--- src/rtl/uart_tx_word_ctrl_if.sv ---
// FIFO read port and UART TX core handshake bundle for the word-to-chunk controller.
// The master modport is the controller side; the slave modport is the FIFO/UART side.
interface uart_tx_word_ctrl_if #(
  parameter int UART_FIFO_WIDTH = 32,
  parameter int UART_DATA_WIDTH = 8
);
  logic                       f_empty;
  logic [UART_FIFO_WIDTH-1:0] fifo_read_data;
  logic                       fifo_read_en;
  logic                       uart_tx_done;
  logic                       uart_dv;
  logic [UART_DATA_WIDTH-1:0] uart_data;

  modport master (
    input  f_empty, fifo_read_data, uart_tx_done,
    output fifo_read_en, uart_dv, uart_data
  );

  modport slave (
    output f_empty, fifo_read_data, uart_tx_done,
    input  fifo_read_en, uart_dv, uart_data
  );
endinterface

--- src/rtl/uart_tx_word_ctrl.sv ---
// Pops words from the TX FIFO and hands them to the UART TX core one chunk at a time,
// with per-chunk dv/done handshaking, selectable chunk order and a done watchdog.
module uart_tx_word_ctrl #(
  parameter int UART_FIFO_WIDTH = 32,
  parameter int UART_DATA_WIDTH = 8,
  parameter int FIFO_RD_LATENCY = 1,
  parameter int MSB_FIRST       = 0,
  parameter int DONE_TIMEOUT    = 0,
  parameter int TIMEOUT_W       = 16
) (
  input  logic                clk,
  input  logic                rst_n,
  input  logic                enable,
  uart_tx_word_ctrl_if.master bus,
  output logic                busy,
  output logic                timeout_err,
  output logic [15:0]         tx_count
);
  localparam int FW     = UART_FIFO_WIDTH;
  localparam int DW     = UART_DATA_WIDTH;
  localparam int NCHUNK = FW / DW;
  localparam int IDX_W  = (NCHUNK > 1) ? $clog2(NCHUNK) : 1;

  localparam logic [IDX_W-1:0]     IDX_LAST     = IDX_W'(NCHUNK - 1);
  localparam logic [1:0]           LAT_LAST     = (FIFO_RD_LATENCY > 0) ? 2'(FIFO_RD_LATENCY - 1) : 2'd0;
  localparam logic [TIMEOUT_W-1:0] TIMEOUT_LAST = (DONE_TIMEOUT > 0) ? TIMEOUT_W'(DONE_TIMEOUT - 1)
                                                                     : {TIMEOUT_W{1'b0}};

  typedef enum logic [2:0] {
    IDLE      = 3'd0,
    READ      = 3'd1,
    LOAD      = 3'd2,
    SEND      = 3'd3,
    WAIT_DONE = 3'd4
  } state_t;

  state_t               state_r, state_s;
  logic [FW-1:0]        sr_r, sr_s;
  logic [IDX_W-1:0]     idx_r, idx_s;
  logic [1:0]           lat_r, lat_s;
  logic [TIMEOUT_W-1:0] wd_r, wd_s;
  logic [15:0]          cnt_r, cnt_s;
  logic                 expire_s;

  logic          rd_en_r, rd_en_s;
  logic          dv_r, dv_s;
  logic [DW-1:0] data_r, data_s;
  logic          busy_r, busy_s;
  logic          terr_r, terr_s;

  // The chunk on deck always sits at the leading end of the shift register.
  function automatic logic [DW-1:0] head_chunk(input logic [FW-1:0] w);
    if (MSB_FIRST != 0) begin
      head_chunk = w[FW-1 -: DW];
    end else begin
      head_chunk = w[DW-1:0];
    end
  endfunction

  function automatic logic [FW-1:0] shift_out(input logic [FW-1:0] w);
    if (MSB_FIRST != 0) begin
      shift_out = w << DW;
    end else begin
      shift_out = w >> DW;
    end
  endfunction

  // State and datapath registers
  always_ff @(posedge clk or negedge rst_n) begin
    if (!rst_n) begin
      state_r <= IDLE;
      sr_r    <= {FW{1'b0}};
      idx_r   <= {IDX_W{1'b0}};
      lat_r   <= 2'd0;
      wd_r    <= {TIMEOUT_W{1'b0}};
      cnt_r   <= 16'd0;
    end else begin
      state_r <= state_s;
      sr_r    <= sr_s;
      idx_r   <= idx_s;
      lat_r   <= lat_s;
      wd_r    <= wd_s;
      cnt_r   <= cnt_s;
    end
  end

  // Next-state and datapath update logic
  always_comb begin
    state_s  = state_r;
    sr_s     = sr_r;
    idx_s    = idx_r;
    lat_s    = lat_r;
    wd_s     = wd_r;
    cnt_s    = cnt_r;
    expire_s = 1'b0;
    case (state_r)
      IDLE: begin
        if (enable && !bus.f_empty) begin
          state_s = READ;
          lat_s   = 2'd0;
        end else begin
          state_s = IDLE;
        end
      end
      READ: begin
        // First-word-fall-through data is already valid in the pop cycle.
        if (FIFO_RD_LATENCY == 0) begin
          sr_s    = bus.fifo_read_data;
          idx_s   = {IDX_W{1'b0}};
          state_s = SEND;
        end else if (lat_r == LAT_LAST) begin
          state_s = LOAD;
        end else begin
          lat_s = lat_r + 2'd1;
        end
      end
      LOAD: begin
        sr_s    = bus.fifo_read_data;
        idx_s   = {IDX_W{1'b0}};
        state_s = SEND;
      end
      SEND: begin
        wd_s    = {TIMEOUT_W{1'b0}};
        state_s = WAIT_DONE;
      end
      WAIT_DONE: begin
        if (bus.uart_tx_done) begin
          cnt_s = cnt_r + 16'd1;
          if (idx_r != IDX_LAST) begin
            idx_s   = idx_r + IDX_W'(1);
            sr_s    = shift_out(sr_r);
            state_s = SEND;
          end else if (enable && !bus.f_empty) begin
            lat_s   = 2'd0;
            state_s = READ;
          end else begin
            state_s = IDLE;
          end
        end else if ((DONE_TIMEOUT != 0) && (wd_r == TIMEOUT_LAST)) begin
          expire_s = 1'b1;
          state_s  = IDLE;
        end else begin
          wd_s = wd_r + TIMEOUT_W'(1);
        end
      end
      default: begin
        state_s = IDLE;
      end
    endcase
  end

  // Output values for the coming cycle, derived from the state being entered
  always_comb begin
    rd_en_s = (state_s == READ) && (state_r != READ);
    dv_s    = (state_s == SEND);
    busy_s  = (state_s != IDLE);
    terr_s  = expire_s;
    if (dv_s) begin
      data_s = head_chunk(sr_s);
    end else begin
      data_s = {DW{1'b0}};
    end
  end

  // Output registers
  always_ff @(posedge clk or negedge rst_n) begin
    if (!rst_n) begin
      rd_en_r <= 1'b0;
      dv_r    <= 1'b0;
      data_r  <= {DW{1'b0}};
      busy_r  <= 1'b0;
      terr_r  <= 1'b0;
    end else begin
      rd_en_r <= rd_en_s;
      dv_r    <= dv_s;
      data_r  <= data_s;
      busy_r  <= busy_s;
      terr_r  <= terr_s;
    end
  end

  assign bus.fifo_read_en = rd_en_r;
  assign bus.uart_dv      = dv_r;
  assign bus.uart_data    = data_r;
  assign busy             = busy_r;
  assign timeout_err      = terr_r;
  assign tx_count         = cnt_r;
endmodule
--- src/flat_wrapper.sv ---
// flat-port wrapper written by rule: the top's interface ports become plain ports
module uart_tx_word_ctrl_flat 
#(
  parameter int UART_FIFO_WIDTH = 32,
  parameter int UART_DATA_WIDTH = 8,
  parameter int FIFO_RD_LATENCY = 1,
  parameter int MSB_FIRST       = 0,
  parameter int DONE_TIMEOUT    = 0,
  parameter int TIMEOUT_W       = 16
)
  (clk, rst_n, enable, busy, timeout_err, tx_count, bus_f_empty, bus_fifo_read_data, bus_uart_tx_done, bus_fifo_read_en, bus_uart_dv, bus_uart_data);
  uart_tx_word_ctrl_if #(.UART_FIFO_WIDTH(UART_FIFO_WIDTH), .UART_DATA_WIDTH(UART_DATA_WIDTH)) bus_i ();
  input  logic clk;
  input  logic rst_n;
  input  logic enable;
  output logic busy;
  output logic timeout_err;
  output logic [15:0] tx_count;
  input wire logic [$bits(bus_i.f_empty)-1:0] bus_f_empty;
  input wire logic [$bits(bus_i.fifo_read_data)-1:0] bus_fifo_read_data;
  input wire logic [$bits(bus_i.uart_tx_done)-1:0] bus_uart_tx_done;
  output wire logic [$bits(bus_i.fifo_read_en)-1:0] bus_fifo_read_en;
  output wire logic [$bits(bus_i.uart_dv)-1:0] bus_uart_dv;
  output wire logic [$bits(bus_i.uart_data)-1:0] bus_uart_data;
  assign bus_i.f_empty = bus_f_empty;
  assign bus_i.fifo_read_data = bus_fifo_read_data;
  assign bus_i.uart_tx_done = bus_uart_tx_done;
  assign bus_fifo_read_en = bus_i.fifo_read_en;
  assign bus_uart_dv = bus_i.uart_dv;
  assign bus_uart_data = bus_i.uart_data;
  uart_tx_word_ctrl #(.UART_FIFO_WIDTH(UART_FIFO_WIDTH), .UART_DATA_WIDTH(UART_DATA_WIDTH), .FIFO_RD_LATENCY(FIFO_RD_LATENCY), .MSB_FIRST(MSB_FIRST), .DONE_TIMEOUT(DONE_TIMEOUT), .TIMEOUT_W(TIMEOUT_W)) u_core (.clk(clk), .rst_n(rst_n), .enable(enable), .bus(bus_i), .busy(busy), .timeout_err(timeout_err), .tx_count(tx_count));
endmodule
--- config.mk ---
export PLATFORM = sky130hd
export DESIGN_NAME = uart_tx_word_ctrl_flat
export DESIGN_NICKNAME = d
export VERILOG_FILES = /design/src/rtl/uart_tx_word_ctrl_if.sv /design/src/rtl/uart_tx_word_ctrl.sv /design/src/flat_wrapper.sv
export SDC_FILE = /design/constraint.sdc
export NUM_CORES = 1
export LEC_CHECK = 0
export ABC_AREA = 1
export CORE_MARGIN = 2
export CORE_UTILIZATION = 53
export DETAILED_ROUTE_END_ITERATION = 8
export GPL_ROUTABILITY_DRIVEN = 0
export PLACE_DENSITY = 0.91
export SLEW_MARGIN = 20
export SYNTH_ARGS = -nofsm -noshare
export SYNTH_HDL_FRONTEND = slang
export SYNTH_SLANG_ARGS = --single-unit
--- constraint.sdc ---
create_clock -name clk -period 2 [get_ports clk]
set_input_delay 0.3 -clock clk [delete_from_list [all_inputs] [get_ports clk]]
set_output_delay 0.3 -clock clk [all_outputs]
set_load 0.05 [all_outputs]
==> metrics.md, run 1 <==
| Metric | Value |
|---|---|
| Worst hold margin | `473 ps` |
| CP Buf/Inv Count | `1` |
| Crit-path leading delay family | `buffers and inverters` |
| Vias per cell | `5.10` |
| #FFs+latches synth | `58` |
| Worst-path clk slew | `60 ps` |
| Pre-antenna DRT Iters | `4` |
| Cts bufs inserted | `9` |
| CTS tree | `yes` |
| Final Hold Viols | `0` |
| DR WL/cell | `12.5 µm` |
| Register share of total power | `41.0%` |
| Clock Power Share | `21.6%` |
| N_diodes | `0` |
| Row cnt | `25` |
| # resized after CTS | `0` |
| Detailed-route DRC error count | `0` |
| Avg Synthesized Cell Area | `8.68 µm²` |
| Slowest CP cell | `clkdlybuf4s50_1` |
| Min-delay worst type | `reg2reg` |
| Largest net degree at the start of global routing | `37` |
| CTS Hold Buffers Added | `1` |
| GR Overflow Total | `0` |
| Final instance area | `3530 µm²` |
| Die X | `75.0 µm` |
| Initial detailed-routing violation count | `102` |
| I/O Buffers | `63` |
| Fmax | `0.521 GHz` |
| Dominant cell type by area after synthesis | `dfrtp_1` |
| Total global-route track usage | `22.8%` |
| Combinational fraction of design power | `37.4%` |
| I/O pins | `65` |
| Worst path required time | `1700 ps` |
| Die area | `5630 µm²` |
| Switching Share | `39.2%` |
| Power Density | `1260 nW/µm²` |
| Share of the synthesized area in the top cell type | `54.3%` |
| Nets | `417` |
| P_leak | `0.00174 µW` |
| Mapped Area | `2670 µm²` |
| Worst setup path class | `reg2out` |
| Minimum clock period after layout | `1920 ps` |
| Register area share after synthesis | `54.3%` |
| Commonest non-fill, non-tap cells in the layout | `nand2_1 (127), clkdlybuf4s50_1 (62), dfrtp_1 (58)` |
| Setup bufs post-CTS | `0` |
| Global-route wire length before repair | `9.57 mm` |
| Net Sw Power | `1750 µW` |
| Num Clock Sinks | `58` |
| Area of placed instances | `3330 µm²` |
| Initial Util | `55.8%` |
| CTS Buffer Depth | `2` |
| DRT Wirelength | `5.62 mm` |
| Initial antenna violation count | `0` |
| Most common cell after layout, fill and taps aside | `nand2_1` |
| Synth Instances | `308` |
| Relative slew margins | `63.6%` |
| H-Tree Level Count | `3` |
| Outcome | `finished clean` |
| RSZ-0062 raised after global routing | `false` |
| CP endpoint kind | `output pin` |
| Post-synth cell types | `25` |
| Cell-internal power | `2710 µW` |
| Max_cap viols | `0` |
| Vias in the first global route | `2288` |
| Share of layout cells above drive strength 1 | `7.07%` |
| Setup_tns | `0 ps` |
| Clock Latency Late Sink | `320 ps` |
| Post-DP HPWL | `4.02 mm` |
| Crit-path cells | `clkdlybuf4s50_1` |
| Clock skew | `9.36 ps` |
| Die height | `75.0 µm` |
| Worst slew pin tran | `545 ps` |
| Max IR drop VDD | `0.000652 V` |
| Root Driver | `clkbuf_8` |
| Ys Warns | `0` |
| Synth area leaders | `dfrtp_1 (54%), nand2_1 (18%), a22oi_1 (4.5%)` |
| Antenna viol nets, final | `0` |
| WP data arrival | `1620 ps` |
| Final setup vio count | `0` |
| Crit-path max FO | `6` |
| Startpoint Class | `flop` |
| Core area | `4790 µm²` |
| Max Slew Vio Count | `0` |
| Final period util | `96.0%` |
| Vias | `2288` |
| P&R area growth vs syn | `32.0%` |
| Syn_nets | `348` |
| Max stage delay on crit path | `840 ps` |
-- per-stage QoR --
stage	instances	util, %	setup slack [ps]	total power, µW
floorplan	308	-	316	3050
global placement	432	69.7	255	3400
detailed placement	432	69.7	185	3500
CTS	449	73.7	84.2	4480
global route	449	73.7	32.6	4780
finish	449	73.7	79.2	4450
-- power groups by stage --
stage / clock (µW) / sequential, µW / combinational [µW]
after floorplan: 0 / 2130 / 915
after global placement: 0 / 1820 / 1590
after detailed placement: 0 / 1840 / 1660
after global routing: 1040 / 1870 / 1870
after CTS: 980 / 1820 / 1680
final: 961 / 1830 / 1670
-- area by class of cell --
type,count,area (µm²)
flip-flops and latches,58,1450
fillers,337,1260
multi-input cells,212,1030
repair buffers,67,671
clock buffers,14,173
inverters,29,109
well taps,67,83.8
clock inverters,2,10.0
-- cells in the mapped netlist --
library cell / n
nand3_1: 13
inv_1: 28
nand4_1: 5
nor2_8: 1
inv_2: 1
nand2_2: 1
a22oi_1: 16
nand3b_1: 1
nor2_4: 3
nor2_1: 17
xnor2_1: 3
nor2_2: 1
nor3_2: 1
dfrtp_1: 58
buf_4: 5
xor2_1: 3
o21ai_0: 6
o21bai_1: 1
nand3_4: 1
buf_6: 4
ha_1: 3
conb_1: 1
a21oi_1: 5
nor3_1: 3
nand2_1: 127
-- kinds of logic (layout without fill, tap and decap cells) --
kind of cell,Yosys count,after routing,synth area share (%)
fa+ha+maj,3,3,1.40
xor+xnor,6,6,1.97
flops,58,58,54.3
buf+inv,38,112,7.16
other cells,1,1,0.140
simple gates,174,174,28.2
compound gates,28,28,6.84
-- worst register-to-register path: cells and delay by family (launching register included) --
family	cells	cell delay (ps)
compound gates	1	150
fa+ha+maj	1	220
flops	1	420
simple gates	4	720
-- layer usage --
layer  vias to the layer above  GRT usage, %  wire (µm)
met3                         6          4.82        288
met5                         -             0          0
met1                      1097          27.2       2380
met2                        74          39.0       2900
met4                         0          11.3         50
li1                       1111             -          -
-- sequential cells by signal, summed over array words and instances, names as in the netlist --
register / count
u_core.busy: 1
u_core.bus.uart_dv: 1
u_core.bus.fifo_read_en: 1
u_core.idx_r: 2
u_core.sr_r: 24
u_core.state_r: 3
u_core.bus.uart_data: 8
u_core.tx_count: 16
u_core.lat_r: 2
-- path summary, 6_finish.rpt --
kind | from | to | slack (ps) | cells after the start
worst max-delay path | u_core.tx_count[4]$_DFFE_PN0P_ | tx_count[4] | 80 | 1
worst min-delay path | u_core.sr_r[30]$_DFFE_PN0P_ | u_core.sr_r[30]$_DFFE_PN0P_ | 470 | 2
worst max register to register | u_core.tx_count[0]$_DFFE_PN0P_ | u_core.tx_count[12]$_DFFE_PN0P_ | 370 | 6
worst min register to register | u_core.sr_r[30]$_DFFE_PN0P_ | u_core.sr_r[30]$_DFFE_PN0P_ | 470 | 2
max in group asynchronous | rst_n | u_core.lat_r[1]$_DFFE_PN0P_ | 940 | 3
min in group asynchronous | rst_n | u_core.bus.uart_data[3]$_DFF_PN0_ | 490 | 2
No activity file was read; power rests on OpenSTA's default activity.
==> inputs of run 2 (changes only) <==
Settings changed: CORE_ASPECT_RATIO set to 0.5.
==> run 2 against run 1 <==
Count of clock-buffer cells in the layout down 4. Worst setup slack improved by 30 ps. Register-to-register slack improved by 50 ps. Clock skew shrank 3.6 ps. First-iteration DRC count fell by 51%. Via count rose by 1.1%. Critical endpoint is now tx_count[3].
==> metrics.md, run 2 (synthesis gave the netlist of run 1 again) <==
| Metric | Value |
|---|---|
| Outcome | `finished clean` |
| # resized after CTS | `0 (unchanged)` |
| R2R Path End | `u_core.idx_r[0]$_DFFE_PN0P_` |
| I/O pins | `65 (unchanged)` |
| Minimum clock period after layout | `1890 ps (-30.2 ps)` |
| Worst Hold End | `u_core.bus.uart_data[7]$_DFF_PN0_` |
| Detailed-route DRC error count | `0 (unchanged)` |
| R2R depth | `5 (-1)` |
| Hold path cells | `2 (unchanged)` |
| Clock skew | `5.71 ps (-3.65 ps)` |
| Largest net degree at the start of global routing | `27 (-27%)` |
| Initial Util | `54.7% (-1.2 points)` |
| H-Tree Level Count | `3 (unchanged)` |
| N_diodes | `0 (unchanged)` |
| Slowest CP cell | `clkdlybuf4s50_1` |
| Final period util | `94.5% (-1.5 points)` |
| Hold path start | `u_core.sr_r[15]$_DFFE_PN0P_` |
| Relative slew margins | `65.6% (+2.0 points)` |
| Crit-path leading delay family | `buffers and inverters` |
| Initial detailed-routing violation count | `50 (-51%)` |
| Total global-route track usage | `22.0% (-0.80 points)` |
| CTS tree | `yes` |
| Worst-path clk slew | `70 ps (about the same)` |
| Setup bufs post-CTS | `0 (unchanged)` |
| CP endpoint kind | `output pin` |
| Vias per cell | `5.09 (about the same)` |
| Worst path required time | `1700 ps (about the same)` |
| Crit-path max FO | `5 (-1)` |
| Fmax | `0.529 GHz (+1.6%)` |
| FF-to-FF setup slack | `420 ps (+50 ps)` |
| Pre-antenna DRT Iters | `4 (unchanged)` |
| DRT Wirelength | `5.84 mm (+3.8%)` |
| Area of placed instances | `3350 µm² (+0.56%)` |
| Setup_tns | `0 ps (unchanged)` |
| Startpoint Class | `flop` |
| Initial antenna violation count | `0 (unchanged)` |
| Worst hold margin | `469 ps (-3.72 ps)` |
| CTS Buffer Depth | `2 (unchanged)` |
| Min-delay worst type | `reg2reg` |
| M1 wire length | `2.38 mm (-0.17%)` |
| Flip-flop count of the largest register after layout | `24 (unchanged)` |
| Crit-path cells | `clkdlybuf4s50_1` |
| RSZ-0062 raised after global routing | `false` |
| Row cnt | `18 (-28%)` |
| Worst setup path class | `reg2out` |
| Vias | `2313 (+1.1%)` |
| Most common cell after layout, fill and taps aside | `nand2_1` |
| Vias in the first global route | `2280 (-0.35%)` |
| Max Slew Vio Count | `0 (unchanged)` |
| Top reg by flops | `u_core.sr_r` |
| DR WL/cell | `12.9 µm (+2.7%)` |
| Power Density | `1330 nW/µm² (+5.5%)` |
| Num Clock Sinks | `58 (unchanged)` |
| DR top layer | `met4` |
| Die height | `54.2 µm (-28%)` |
| P&R area growth vs syn | `34.6%` |
| Antenna viol nets, final | `0 (unchanged)` |
| Final setup vio count | `0 (unchanged)` |
| Clock Latency Late Sink | `330 ps (about the same)` |
| Die area | `5660 µm² (+0.61%)` |
| Overall Power | `4790 µW (+7.5%)` |
| Nets | `419 (+0.48%)` |
| Layout Utilization | `73.6% (-0.12 points)` |
| Global-route wire length before repair | `9.55 mm (-0.22%)` |
| Max IR drop VDD | `0.000680 V (+4.3%)` |
| Worst slew pin tran | `514 ps (-30.3 ps)` |
| DR WL met3 | `347 µm (+20%)` |
| FF-to-FF Start | `u_core.idx_r[0]$_DFFE_PN0P_` |
| Core area | `4890 µm² (+2.1%)` |
| CTS Hold Buffers Added | `1 (unchanged)` |
| I/O Buffers | `63 (unchanged)` |
| Cts bufs inserted | `9 (unchanged)` |
| Root Driver | `clkbuf_8` |
| Share of layout cells above drive strength 1 | `7.81% (+0.74 points)` |
| WP data arrival | `1590 ps (-30 ps)` |
| Met2 wire length | `2.93 mm (+1.1%)` |
| P_leak | `0.00178 µW (+1.9%)` |
| Post-DP HPWL | `4.08 mm (+1.5%)` |
| Die X | `104 µm (+39%)` |
| Commonest non-fill, non-tap cells in the layout | `nand2_1 (127), clkdlybuf4s50_1 (62), dfrtp_1 (58)` |
| Max_cap viols | `0 (unchanged)` |
| CP Buf/Inv Count | `1 (unchanged)` |
| Final Hold Viols | `0 (unchanged)` |
| Final instance area | `3600 µm² (+2.0%)` |
| Max stage delay on crit path | `830 ps (about the same)` |
| GR Overflow Total | `0 (unchanged)` |
-- run 2: worst max-delay path by stage --
stage / from / cells after the start / slack (ps) / to
floorplan: u_core.tx_count[0]$_DFFE_PN0P_ / 6 / 320 / u_core.tx_count[12]$_DFFE_PN0P_
global placement: bus_uart_tx_done / 6 / 200 / u_core.idx_r[0]$_DFFE_PN0P_
detailed placement: bus_uart_tx_done / 6 / 130 / u_core.idx_r[0]$_DFFE_PN0P_
CTS: u_core.tx_count[3]$_DFFE_PN0P_ / 1 / 90 / tx_count[3]
global route: u_core.tx_count[7]$_DFFE_PN0P_ / 1 / 50 / tx_count[7]
finish: u_core.tx_count[3]$_DFFE_PN0P_ / 1 / 110 / tx_count[3]
-- run 2: area by class of cell --
type	count	area, µm²
Clock buffer	10	128
Clock inverter	6	105
Fill cell	340	1290
Inverter	29	109
Multi-Input combinational cell	212	1030
Sequential cell	58	1450
Tap cell	70	87.6
Timing Repair Buffer	69	686
-- run 2: metal layers --
layer | global-route usage [%] | vias to the layer above
li1 | - | 1120
met1 | 23.1 | 1079
met2 | 39.9 | 89
met3 | 8.10 | 25
met4 | 13.3 | 0
met5 | 0 | -
-- run 2: metrics by stage --
step / instances / worst slack, ps
floorplan: 308 / 316
global placement: 437 / 200
detailed placement: 437 / 126
CTS: 454 / 91.8
global route: 454 / 51.0
finish: 454 / 109
-- run 2: where the power goes --
group / total (µW) / internal, µW / switching (µW)
sequential: 1820 / 1570 / 254
clock: 1270 / 821 / 448
combinational: 1700 / 602 / 1090
==> patch: new RTL, flow settings as in run 1 <==
`UART_DATA_WIDTH` is set to 8 in 3 places; all go to 16.
--- a/src/rtl/uart_tx_word_ctrl_if.sv
+++ b/src/rtl/uart_tx_word_ctrl_if.sv
@@ -2,7 +2,7 @@
 // The master modport is the controller side; the slave modport is the FIFO/UART side.
 interface uart_tx_word_ctrl_if #(
   parameter int UART_FIFO_WIDTH = 32,
-  parameter int UART_DATA_WIDTH = 8
+  parameter int UART_DATA_WIDTH = 16
 );
   logic                       f_empty;
   logic [UART_FIFO_WIDTH-1:0] fifo_read_data;
--- a/src/rtl/uart_tx_word_ctrl.sv
+++ b/src/rtl/uart_tx_word_ctrl.sv
@@ -2,7 +2,7 @@
 // with per-chunk dv/done handshaking, selectable chunk order and a done watchdog.
 module uart_tx_word_ctrl #(
   parameter int UART_FIFO_WIDTH = 32,
-  parameter int UART_DATA_WIDTH = 8,
+  parameter int UART_DATA_WIDTH = 16,
   parameter int FIFO_RD_LATENCY = 1,
   parameter int MSB_FIRST       = 0,
   parameter int DONE_TIMEOUT    = 0,
--- a/src/flat_wrapper.sv
+++ b/src/flat_wrapper.sv
@@ -2,7 +2,7 @@
 module uart_tx_word_ctrl_flat 
 #(
   parameter int UART_FIFO_WIDTH = 32,
-  parameter int UART_DATA_WIDTH = 8,
+  parameter int UART_DATA_WIDTH = 16,
   parameter int FIFO_RD_LATENCY = 1,
   parameter int MSB_FIRST       = 0,
   parameter int DONE_TIMEOUT    = 0,
Interface: changed (resized bus_uart_data); port bits go from 65 to 73. The function was not compared with the original's and may differ.
==> patch against run 1 <==
Global-route usage increased by 0.34 points. Total power increased by 9.1%. Largest power group is now combinational cells. Area after synthesis decreased by 3.3%. Final area increased by 0.39%. Clock power increased by 7%. Sequential cell count decreased by 1. First-iteration DRC count increased by 23%. Wire length increased by 1.7%. Maximum frequency decreased by 0.34%. Critical path type unchanged. Worst setup slack got worse by 0.0066 ns.
==> patch: results (changes against run 1) <==
| Metric | Value |
|---|---|
| Largest cells by area after synthesis | dfrtp_1, nand2_1, nor2_1 |
| Routed vias/inst | 4.82 (-5.3%) |
| Port bufs | 71 (+13%) |
| Compound-Gate Fraction of Synth Area | 0.0247 (-0.0437) |
| Routing usage on met2 | 0.383 (-0.00693) |
| Met3 global-route usage | 0.0466 (-0.00155) |
| Synth Area in Adders | 0.00969 (-0.00436) |
| Setup WS pre-CTS | 0.360 ns (+0.175 ns) |
| R2R cell count | 8 (+2) |
| Register area share after synthesis | 0.552 (+0.00899) |
| Min-Delay Path Class | in2async |
| Initial DRC Count | 125 (+23%) |
| VDD IR max | 0.744 mV (+14%) |
| LEAKAGE | 0.00175 µW (+0.42%) |
| Slew @ Worst Pin | 0.527 ns (-0.0176 ns) |
| Dpl cells | 445 (+3.0%) |
| Met1 GRT Util | 0.280 (+0.00825) |
| Clk_skew | 0.00338 ns (-0.00598 ns) |
| Routed met3 length | 335 µm (+16%) |
| Met2 Wirelength | 2930 µm (+1.1%) |
| Largest net degree at the start of global routing | 22 (-41%) |
| Fillers | 326 (-3.3%) |
| Hpwl dp | 4110 µm (+2.2%) |
| Top post-synthesis cells by count | nand2_1, dfrtp_1, nor2_1 |
| Gr usage total | 0.231 (+0.00337) |
| Status | finished, final reports clean |
| Mapped Nets | 350 (+0.57%) |
| Met1 Wirelength | 2330 µm (-1.9%) |
| Final WL | 5720 µm (+1.7%) |
| Share of cells above drive strength 1 | 0.0759 (+0.00527) |
## patch: cell count changes after synthesis, sizes merged, moves of 2 or more
cell,delta
a22oi,-16
o21ai,+2
a21oi,-3
nand3b,+2
nand3,-9
inv,-7
nand2,+32
nor2,+6
nor3,-3
## patch: area by class of cell
type                       count  share of cell area
multi-input combinational    224               0.286
timing repair buffer          76               0.211
clock inverter                 3              0.0113
tap                           67              0.0237
inverter                      22              0.0233
clock buffer                  13              0.0420
sequential                    57               0.403
## patch: timing repair
item / CTS / global route
hold endpoints to repair: 18 / 0
hold buffers: 1 / 0
resized for setup: 0 / 0
## patch: worst paths after layout
| path | startpoint | to | slack [ns] |
|---|---|---|---|
| max | u_core.tx_count[13]$_DFFE_PN0P_ | tx_count[13] | 0.07 |
| min | rst_n | u_core.tx_count[3]$_DFFE_PN0P_ | 0.44 |
| max reg2reg | u_core.tx_count[0]$_DFFE_PN0P_ | u_core.tx_count[10]$_DFFE_PN0P_ | 0.44 |
| min reg2reg | u_core.sr_r[26]$_DFFE_PN0P_ | u_core.sr_r[26]$_DFFE_PN0P_ | 0.47 |
| max in group asynchronous | rst_n | u_core.bus.uart_data[1]$_DFF_PN0_ | 0.96 |
| min in group clk | u_core.sr_r[26]$_DFFE_PN0P_ | u_core.sr_r[26]$_DFFE_PN0P_ | 0.47 |
## patch: through the flow
stage	cell area (µm²)	utilization	hold WS, ns
finish	3540	0.750	0.439
global placement	3340	0.708	0.256
global route	3540	0.750	0.493
floorplan	2580	-	0.00441
CTS	3540	0.750	0.446
detailed placement	3340	0.708	0.266
## patch: where the power goes
part           internal [µW]  switching [µW]
clock                    606             427
sequential              1530             239
combinational            670            1390
total                   2800            2050
